<file path="src/rtl/mem_port_arbiter.sv">
// Two-port arbiter in front of a single-port memory: CPU (port 0) and loader/debug (port 1).
// Registered memory issue stage, tag pipe routing read data back to the owning port.
module mem_port_arbiter #(
  parameter int ADDR_W       = 32,
  parameter int DATA_W       = 32,
  parameter int READ_LATENCY = 1,
  parameter int MAX_BURST    = 4
) (
  input  logic              clk,
  input  logic              reset,
  input  logic              req0,
  input  logic              req1,
  input  logic              we0,
  input  logic              we1,
  input  logic [ADDR_W-1:0] addr0,
  input  logic [ADDR_W-1:0] addr1,
  input  logic [DATA_W-1:0] wdata0,
  input  logic [DATA_W-1:0] wdata1,
  output logic              gnt0,
  output logic              gnt1,
  output logic              rvalid0,
  output logic              rvalid1,
  output logic [DATA_W-1:0] rdata0,
  output logic [DATA_W-1:0] rdata1,
  output logic [ADDR_W-1:0] mem_address,
  output logic              mem_write_en,
  output logic [DATA_W-1:0] mem_write_data,
  input  logic [DATA_W-1:0] mem_read_data,
  output logic              busy
);

  localparam int CNT_W = $clog2(MAX_BURST + 1);
  localparam logic [CNT_W-1:0] CNT_ZERO = {CNT_W{1'b0}};
  localparam logic [CNT_W-1:0] CNT_ONE  = CNT_W'(1);
  localparam logic [CNT_W-1:0] CNT_MAX  = CNT_W'(MAX_BURST);

  logic                    pri_r;
  logic                    last_port_r;
  logic [CNT_W-1:0]        cnt_r;
  logic [READ_LATENCY-1:0] tag_valid_r;
  logic [READ_LATENCY-1:0] tag_port_r;
  logic                    rvalid0_r;
  logic                    rvalid1_r;
  logic [ADDR_W-1:0]       mem_address_r;
  logic                    mem_write_en_r;
  logic [DATA_W-1:0]       mem_write_data_r;

  logic                    gnt0_s;
  logic                    gnt1_s;
  logic                    win_s;
  logic                    grant_s;
  logic                    other_req_s;
  logic                    sel_we_s;
  logic [ADDR_W-1:0]       sel_addr_s;
  logic [DATA_W-1:0]       sel_wdata_s;
  logic [CNT_W-1:0]        cnt_inc_s;
  logic [CNT_W-1:0]        cnt_nxt_s;
  logic                    pri_nxt_s;
  logic [READ_LATENCY-1:0] tag_valid_nxt_s;
  logic [READ_LATENCY-1:0] tag_port_nxt_s;

  // Winner selection: a lone requester wins, a tie goes to pri_r; nothing is granted in reset.
  always_comb begin
    gnt0_s = 1'b0;
    gnt1_s = 1'b0;
    win_s  = 1'b0;
    if (reset) begin
      gnt0_s = 1'b0;
      gnt1_s = 1'b0;
    end else if (req0 && req1) begin
      win_s  = pri_r;
      gnt0_s = ~pri_r;
      gnt1_s = pri_r;
    end else if (req0) begin
      gnt0_s = 1'b1;
    end else if (req1) begin
      win_s  = 1'b1;
      gnt1_s = 1'b1;
    end else begin
      win_s  = 1'b0;
    end
  end

  assign grant_s     = gnt0_s | gnt1_s;
  assign other_req_s = win_s ? req0 : req1;
  assign sel_we_s    = win_s ? we1 : we0;
  assign sel_addr_s  = win_s ? addr1 : addr0;
  assign sel_wdata_s = win_s ? wdata1 : wdata0;

  // Streak counting and fairness: a streak of MAX_BURST against a waiting port hands priority over.
  always_comb begin
    cnt_inc_s = CNT_ONE;
    pri_nxt_s = pri_r;
    cnt_nxt_s = CNT_ZERO;
    if ((cnt_r != CNT_ZERO) && (last_port_r == win_s)) begin
      cnt_inc_s = (cnt_r >= CNT_MAX) ? CNT_MAX : (cnt_r + CNT_ONE);
    end else begin
      cnt_inc_s = CNT_ONE;
    end
    if (!grant_s) begin
      pri_nxt_s = pri_r;
      cnt_nxt_s = CNT_ZERO;
    end else if (!other_req_s) begin
      pri_nxt_s = win_s;
      cnt_nxt_s = cnt_inc_s;
    end else if (cnt_inc_s == CNT_MAX) begin
      pri_nxt_s = ~win_s;
      cnt_nxt_s = CNT_ZERO;
    end else begin
      pri_nxt_s = pri_r;
      cnt_nxt_s = cnt_inc_s;
    end
  end

  // Next tag-pipe contents: new read tag enters stage 0, older tags move one stage on.
  always_comb begin
    tag_valid_nxt_s    = tag_valid_r;
    tag_port_nxt_s     = tag_port_r;
    tag_valid_nxt_s[0] = grant_s & ~sel_we_s;
    tag_port_nxt_s[0]  = win_s;
    for (int i = 1; i < READ_LATENCY; i++) begin
      tag_valid_nxt_s[i] = tag_valid_r[i-1];
      tag_port_nxt_s[i]  = tag_port_r[i-1];
    end
  end

  // State, issue stage and read-return registers; reset discards in-flight work.
  always_ff @(posedge clk) begin
    if (reset) begin
      pri_r            <= 1'b0;
      last_port_r      <= 1'b0;
      cnt_r            <= CNT_ZERO;
      tag_valid_r      <= {READ_LATENCY{1'b0}};
      tag_port_r       <= {READ_LATENCY{1'b0}};
      rvalid0_r        <= 1'b0;
      rvalid1_r        <= 1'b0;
      mem_address_r    <= {ADDR_W{1'b0}};
      mem_write_en_r   <= 1'b0;
      mem_write_data_r <= {DATA_W{1'b0}};
    end else begin
      pri_r       <= pri_nxt_s;
      cnt_r       <= cnt_nxt_s;
      tag_valid_r <= tag_valid_nxt_s;
      tag_port_r  <= tag_port_nxt_s;
      rvalid0_r   <= tag_valid_r[READ_LATENCY-1] & ~tag_port_r[READ_LATENCY-1];
      rvalid1_r   <= tag_valid_r[READ_LATENCY-1] & tag_port_r[READ_LATENCY-1];
      if (grant_s) begin
        last_port_r      <= win_s;
        mem_address_r    <= sel_addr_s;
        mem_write_en_r   <= sel_we_s;
        mem_write_data_r <= sel_wdata_s;
      end else begin
        mem_write_en_r   <= 1'b0;
      end
    end
  end

  assign gnt0           = gnt0_s;
  assign gnt1           = gnt1_s;
  assign rvalid0        = rvalid0_r;
  assign rvalid1        = rvalid1_r;
  assign rdata0         = mem_read_data;
  assign rdata1         = mem_read_data;
  assign mem_address    = mem_address_r;
  assign mem_write_en   = mem_write_en_r;
  assign mem_write_data = mem_write_data_r;
  assign busy           = (|tag_valid_r) | mem_write_en_r;

endmodule

</file>
<file path="config.mk">
export PLATFORM = sky130hd
export DESIGN_NAME = mem_port_arbiter
export DESIGN_NICKNAME = d
export VERILOG_FILES = /design/src/rtl/mem_port_arbiter.sv
export SDC_FILE = /design/constraint.sdc
export NUM_CORES = 1
export LEC_CHECK = 0
export CORE_AREA = 2 2 117 119
export DETAILED_ROUTE_END_ITERATION = 7
export DIE_AREA = 0 0 119 121
export PLACE_DENSITY_LB_ADDON = 0.1
export SETUP_SLACK_MARGIN = 0.3
export SYNTH_ARGS = -nofsm -noshare
export SYNTH_HDL_FRONTEND = slang
export SYNTH_SLANG_ARGS = --single-unit
</file>
<file path="constraint.sdc">
create_clock -name clk -period 3.45 [get_ports clk]
set_input_delay 0.69 -clock clk [delete_from_list [all_inputs] [get_ports clk]]
set_output_delay 0.69 -clock clk [all_outputs]
set_load 0.01 [all_outputs]
</file>
==> impl_metrics.py, run 1 <==
metrics = {
    "cts": {
        "postCtsSetupRepairBufs": 0,
        "clockRootBuffer": "clkbuf_16",
        "cts_made_buffers": 9,
        "clockBufferDepth": 2,
        "cts_resized": 0,
        "path_clk_slew_ns": 0.05,
        "cts_sinks": 74,
        "htreeDepth": 3,
        "cts_tree": "done",
        "insertion_delay_ns": 0.33,
        "postCtsHoldBufs": 0,
    },
    "synthesis": {
        "synth_compound_area_share_pct": 11.2,
        "ys_ff_latch": 74,
        "ys.warnings.count": 0,
        "synthSimpleGateAreaFrac_pct": 10.7,
        "synth_top_family_by_area": "buffers and inverters",
        "seq_area_frac_synth_pct": 40.3,
        "synthDistinctLibCells": 32,
        "syn_nets": 561,
        "synth_xor_area_share_pct": 0.443,
        "synthCells": 393,
        "synthMuxAreaShare_pct": 17.7,
        "avgSynthCellArea_um2": 9.35,
        "synth.cell_area_um2": 3670,
        "synth_fa_ha_area_share_pct": 0.681,
    },
    "cells_and_area": {
        "seq_area_um2": 1480,
        "drive_gt1_share_pct": 5.13,
        "multi_input_area_um2": 1510,
        "area_growth_pct": 52.1,
        "layout_common_cells": "clkdlybuf4s50_1 (203), dfxtp_1 (74), mux2i_1 (65)",
        "final_common_cell": "clkdlybuf4s50_1",
        "fill_cells": 1272,
        "layout.nets": 690,
        "antennaDiodeCount": 0,
        "utilization_pct": 42.7,
    },
    "global_routing": {
        "grt_pass1_wl_um": 15200,
        "grt-ovfl-total": 0,
        "antenna_found_initial": 0,
        "grt_max_degree": 69,
        "grt_usage_pct": 13.5,
        "grt_pass1_vias": 3000,
    },
    "setup_path": {
        "worstPathArrival_ns": 2.28,
        "cp_common_cell": "clkdlybuf4s50_1",
        "path_buf_inv": 2,
        "startpoint_type": "primary input",
        "crit_fanout": 7,
        "path_delay_family": "buffers and inverters",
        "path_depth": 4,
        "end_kind": "output pin",
        "slowest_delay_ns": 0.58,
        "r2r_slack_ns": 1.78,
        "critical_path.cell_chain": "clkdlybuf4s50_1 > and2_1 > nor3b_1 > clkdlybuf4s50_1",
        "cp.required_ns": 2.76,
        "rr_worst_depth": 6,
        "slowest_stage": "clkdlybuf4s50_1",
        "worstSetupPathType": "primary input to output pin",
    },
    "placement": {
        "port_buffers": 203,
        "place_hpwl_um": 6970,
        "gp_congestion": 0.720,
    },
    "timing": {
        "tns_ns": 0,
        "setup_viol": 0,
        "slew_violations": 0,
        "finalCritPeriodShare_pct": 86.1,
        "max_freq_mhz": 337,
        "rsz0062_at_grt": "false",
        "skew_ns": 0.00714,
        "tightest_slew_ns": 0.562,
        "fin_crit_ns": 2.97,
        "maxSlewHeadroom_pct": 62.5,
        "hold_viol": 0,
    },
    "routing": {
        "ant_nets": 0,
        "viasPerCell": 4.28,
        "dr.first_iter.drc_count": 79,
        "drc_errors": 0,
        "drt-total-wl_um": 9710,
        "firstDrtPassIters": 4,
        "wl_per_cell_um": 13.8,
        "dr_total_vias": 3004,
    },
    "hold_path": {
        "worstHoldPathType": "flop to flop",
        "worstHoldPathCells": 1,
    },
    "power": {
        "powerDensity_nw_per_um2": 419,
        "p_sw_share_pct": 23.4,
        "internal_power_w": 0.00179,
        "leakage_nw": 2.42,
        "netSwitchingPower_w": 0.000547,
        "p_comb_share_pct": 20.3,
        "seq_power_share_pct": 40.6,
        "total_power_w": 0.00234,
        "ir_drop_mv": 0.173,
        "pwr-share-clk_pct": 39.0,
    },
    "floorplan": {
        "dieArea_um2": 14400,
        "die_h_um": 121,
        "coreArea_um2": 13100,
        "initial_core_util_pct": 28.1,
        "ios": 300,
        "rows": 42,
        "fp.dieW_um": 119,
    },
    "run": {
        "maxCapViolCount": 0,
    },
    "outcome": {
        "status": "completed",
    },
}
-- layer usage --
metal | share of wire (%) | vias to the layer above | routed length, um | track usage (%)
met5 | 0 | - | 0 | 0
met4 | 1.9 | 0 | 187 | 6.77
met3 | 10 | 21 | 978 | 5.55
met2 | 46 | 139 | 4500 | 22.0
met1 | 42 | 1314 | 4050 | 15.3
li1 | - | 1530 | - | -
-- final timing paths --
| kind | endpoint | startpoint |
|---|---|---|
| worst max-delay path | gnt0 | req1 |
| worst min-delay path | rvalid0 | tag_port_r |
| worst max register to register | pri_r | cnt_r[0] |
| worst min register to register | rvalid0 | tag_port_r |
-- sequential cells by signal (all words and copies together), names as in the netlist --
signal	flops
cnt_r	3
rvalid1	1
last_port_r	1
pri_r	1
tag_port_r	1
rvalid0	1
mem_write_data	32
mem_write_en	1
tag_valid_r	1
mem_address	32
-- area by class of cell --
class | instances | area share (%)
timing repair buffer | 207 | 37.1
sequential | 74 | 26.5
clock buffer | 12 | 4.41
tap | 176 | 3.94
clock inverter | 3 | 0.717
inverter | 5 | 0.336
multi-input combinational | 225 | 27.0
-- worst register-to-register path: stages, from the launching register on --
cell and delay (ns):
dfxtp_1 0.37, inv_1 0.06, ha_1 0.31, nor3b_2 0.22, a21oi_1 0.11, or3b_1 0.35
a31oi_1 0.17
-- power groups by stage --
| stage | registers, W | clock network (W) | logic (W) |
|---|---|---|---|
| after global placement | 0.000966 | 0 | 0.000480 |
| after detailed placement | 0.000969 | 0 | 0.000482 |
| final | 0.000950 | 0.000914 | 0.000476 |
| after global routing | 0.000959 | 0.000989 | 0.000513 |
| after CTS | 0.000951 | 0.000954 | 0.000484 |
| after floorplan | 0.000995 | 0 | 0.000233 |
-- stage by stage --
| stage | hold WS (ns) | cells | setup slack (ns) | cell area, um2 |
|---|---|---|---|---|
| after global placement | 0.407 | 687 | 0.523 | 5300 |
| after floorplan | 0.389 | 393 | 1.38 | 3670 |
| final | 0.408 | 702 | 0.480 | 5590 |
| after CTS | 0.414 | 702 | 0.485 | 5590 |
| after global routing | 0.425 | 702 | 0.385 | 5590 |
| after detailed placement | 0.406 | 687 | 0.500 | 5300 |
-- kinds of logic (layout without fill, tap and decap cells) --
logic type | count (synthesis) | after routing
AO/OA/AOI/OAI | 71 | 71
XOR/XNOR | 1 | 1
adder cells (fa/ha/maj) | 2 | 2
buffers and inverters | 94 | 227
flip-flops | 74 | 74
multiplexers | 65 | 65
AND/OR/NAND/NOR | 86 | 86
-- synthesized netlist by cell type, drive strengths merged --
master | instances | area share [%]
nor4 | 1 | 0.34
o21a | 1 | 0.20
o21bai | 1 | 0.20
dfxtp | 74 | 40
inv | 5 | 0.51
buf | 81 | 18
nor3b | 3 | 0.75
nand2 | 50 | 5.1
nand2b | 1 | 0.24
or2 | 2 | 0.41
and2 | 2 | 0.34
nor3 | 2 | 0.27
clkbuf | 8 | 0.82
xnor2 | 1 | 0.44
ha | 2 | 0.68
mux2i | 65 | 18
a211oi | 18 | 3.7
nor2 | 22 | 2.2
a31oi | 1 | 0.17
nand3b | 1 | 0.54
o21ai | 46 | 6.3
or3b | 1 | 0.24
a21oi | 3 | 0.41
and3b | 1 | 0.24
o221a | 1 | 0.31
Note: power is estimated with default switching activity, not from simulation.
==> inputs of run 2 (changes only) <==
- CELL_PAD_IN_SITES_DETAIL_PLACEMENT: not set -> 1
- CELL_PAD_IN_SITES_GLOBAL_PLACEMENT: not set -> 1
- CORE_AREA: 2 2 117 119 -> 2 2 127 129
- DIE_AREA: 0 0 119 121 -> 0 0 129 131
==> run 2 against run 1 <==
Routed wire length grew 12%. Register-to-register slack worse by 0.05 ns. Final area rose by 2.0%. Non-clock buffer count increased by 2. Global-route usage down 0.99 points. Power up 4.6%. Utilization shrank 6.2 points. Flip-flop and latch count is the same. Clock power rose by 11%. Setup slack improved by 0.15 ns. Sequential power hardly changed. Largest cell class unchanged.
==> impl_metrics.py, run 2 (synthesized netlist as in run 1, its figures left out) <==
metrics = {
    "outcome": {
        "status": "completed",
    },
    "run": {
        "maxCapViolCount": 0,
    },
    "placement": {
        "place_hpwl_um": 8060,
        "dp_cells": 729,
        "port_buffers": 203,
        "gp_congestion": 0.645,
    },
    "timing": {
        "finalCritPeriodShare_pct": 81.8,
        "setup_viol": 0,
        "maxSlewHeadroom_pct": 63.1,
        "max_freq_mhz": 354,
        "fin_crit_ns": 2.82,
        "hold_viol": 0,
        "slew_violations": 0,
        "tightest_slew_ns": 0.554,
        "rsz0062_at_grt": "false",
        "skew_ns": 0.00439,
        "tns_ns": 0,
    },
    "power": {
        "ir_drop_mv": 0.281,
        "leakage_nw": 2.45,
        "powerDensity_nw_per_um2": 429,
    },
    "setup_path": {
        "crit_fanout": 6,
        "worstPathArrival_ns": 2.13,
        "r2r_slack_ns": 1.73,
        "startpoint_type": "primary input",
        "cp.required_ns": 2.76,
        "worstSetupPathType": "primary input to output pin",
        "end_kind": "output pin",
    },
    "routing": {
        "wl_per_cell_um": 14.6,
        "dr.first_iter.drc_count": 92,
        "dr_total_vias": 3124,
        "drt-total-wl_um": 10900,
        "firstDrtPassIters": 3,
        "viasPerCell": 4.19,
        "drc_errors": 0,
        "ant_nets": 0,
    },
    "cts": {
        "clockRootBuffer": "clkbuf_16",
        "htreeDepth": 3,
        "cts_sinks": 74,
        "path_clk_slew_ns": 0.06,
        "postCtsSetupRepairBufs": 0,
        "insertion_delay_ns": 0.33,
        "clockBufferDepth": 2,
        "cts_resized": 0,
        "postCtsHoldBufs": 0,
        "cts_made_buffers": 9,
        "cts_tree": "done",
    },
    "floorplan": {
        "rows": 46,
        "dieArea_um2": 16900,
        "initial_core_util_pct": 23.6,
        "fp.dieW_um": 129,
        "ios": 300,
        "coreArea_um2": 15600,
        "die_h_um": 131,
    },
    "cells_and_area": {
        "antennaDiodeCount": 0,
        "area_growth_pct": 55.1,
        "layout_common_cells": "clkdlybuf4s50_1 (203), dfxtp_1 (74), mux2i_1 (65)",
        "final_common_cell": "clkdlybuf4s50_1",
        "drive_gt1_share_pct": 5.86,
        "fin_cells": 745,
        "layout.nets": 692,
    },
    "hold_path": {
        "worstHoldPathType": "flop to flop",
    },
    "global_routing": {
        "grt_pass1_vias": 3160,
        "grt-ovfl-total": 0,
        "grt_pass1_wl_um": 16100,
        "antenna_found_initial": 0,
        "grt_max_degree": 69,
        "grt_usage_pct": 12.5,
    },
}
==> run 2: cell count changes in the layout (fill, tap and decap cells not counted) <==
| cell | change |
|---|---|
| buf_4 | +1 |
| clkinvlp_4 | +1 |
| buf_12 | +1 |
| bufinv_16 | +1 |
| clkbuf_1 | -1 |
==> run 2: through the flow <==
| step | area [um2] | total power, W | setup slack [ns] | util, % | hold slack (ns) |
|---|---|---|---|---|---|
| final | 5700 | 0.00245 | 0.629 | 36.5 | 0.412 |
| after global routing | 5700 | 0.00258 | 0.598 | 36.5 | 0.441 |
| after CTS | 5700 | 0.00251 | 0.642 | 36.5 | 0.421 |
| after detailed placement | 5380 | 0.00147 | 0.639 | 34.5 | 0.412 |
| after global placement | 5380 | 0.00146 | 0.660 | 34.5 | 0.404 |
| after floorplan | 3670 | 0.00123 | 1.38 | - | 0.389 |
==> run 2: report_power, final <==
part	total [W]	switching (W)	internal, W
sequential	0.000950	0.0000314	0.000919
clock	0.00101	0.000361	0.000650
combinational	0.000486	0.000181	0.000305
==> run 2: worst paths after layout <==
path | cells after the start | startpoint | to
setup / recovery | 3 | req0 | gnt0
setup reg to reg | 6 | cnt_r[0] | pri_r
hold / removal | 1 | tag_port_r | rvalid0
hold reg to reg | 1 | tag_port_r | rvalid0
==> run 2: routing by layer <==
layer | GRT usage [%] | vias to the layer above | share of wire, %
met1 | 13.0 | 1440 | 40
met4 | 6.46 | 0 | 2.2
met2 | 21.7 | 137 | 47
li1 | - | 1529 | -
met3 | 5.37 | 18 | 10
met5 | 0 | - | 0
==> run 2: final cells by class <==
type	count	area (um2)
clock inverter	5	77.6
tap	216	270
sequential	74	1480
multi-input combinational	225	1510
inverter	5	18.8
clock buffer	11	243
fill	1762	9900
timing repair buffer	209	2100
==> run 2: worst max-delay path: stages <==
cell             delay [ns]
clkdlybuf4s50_1        0.62
nor3b_1                0.23
clkdlybuf4s50_1        0.59
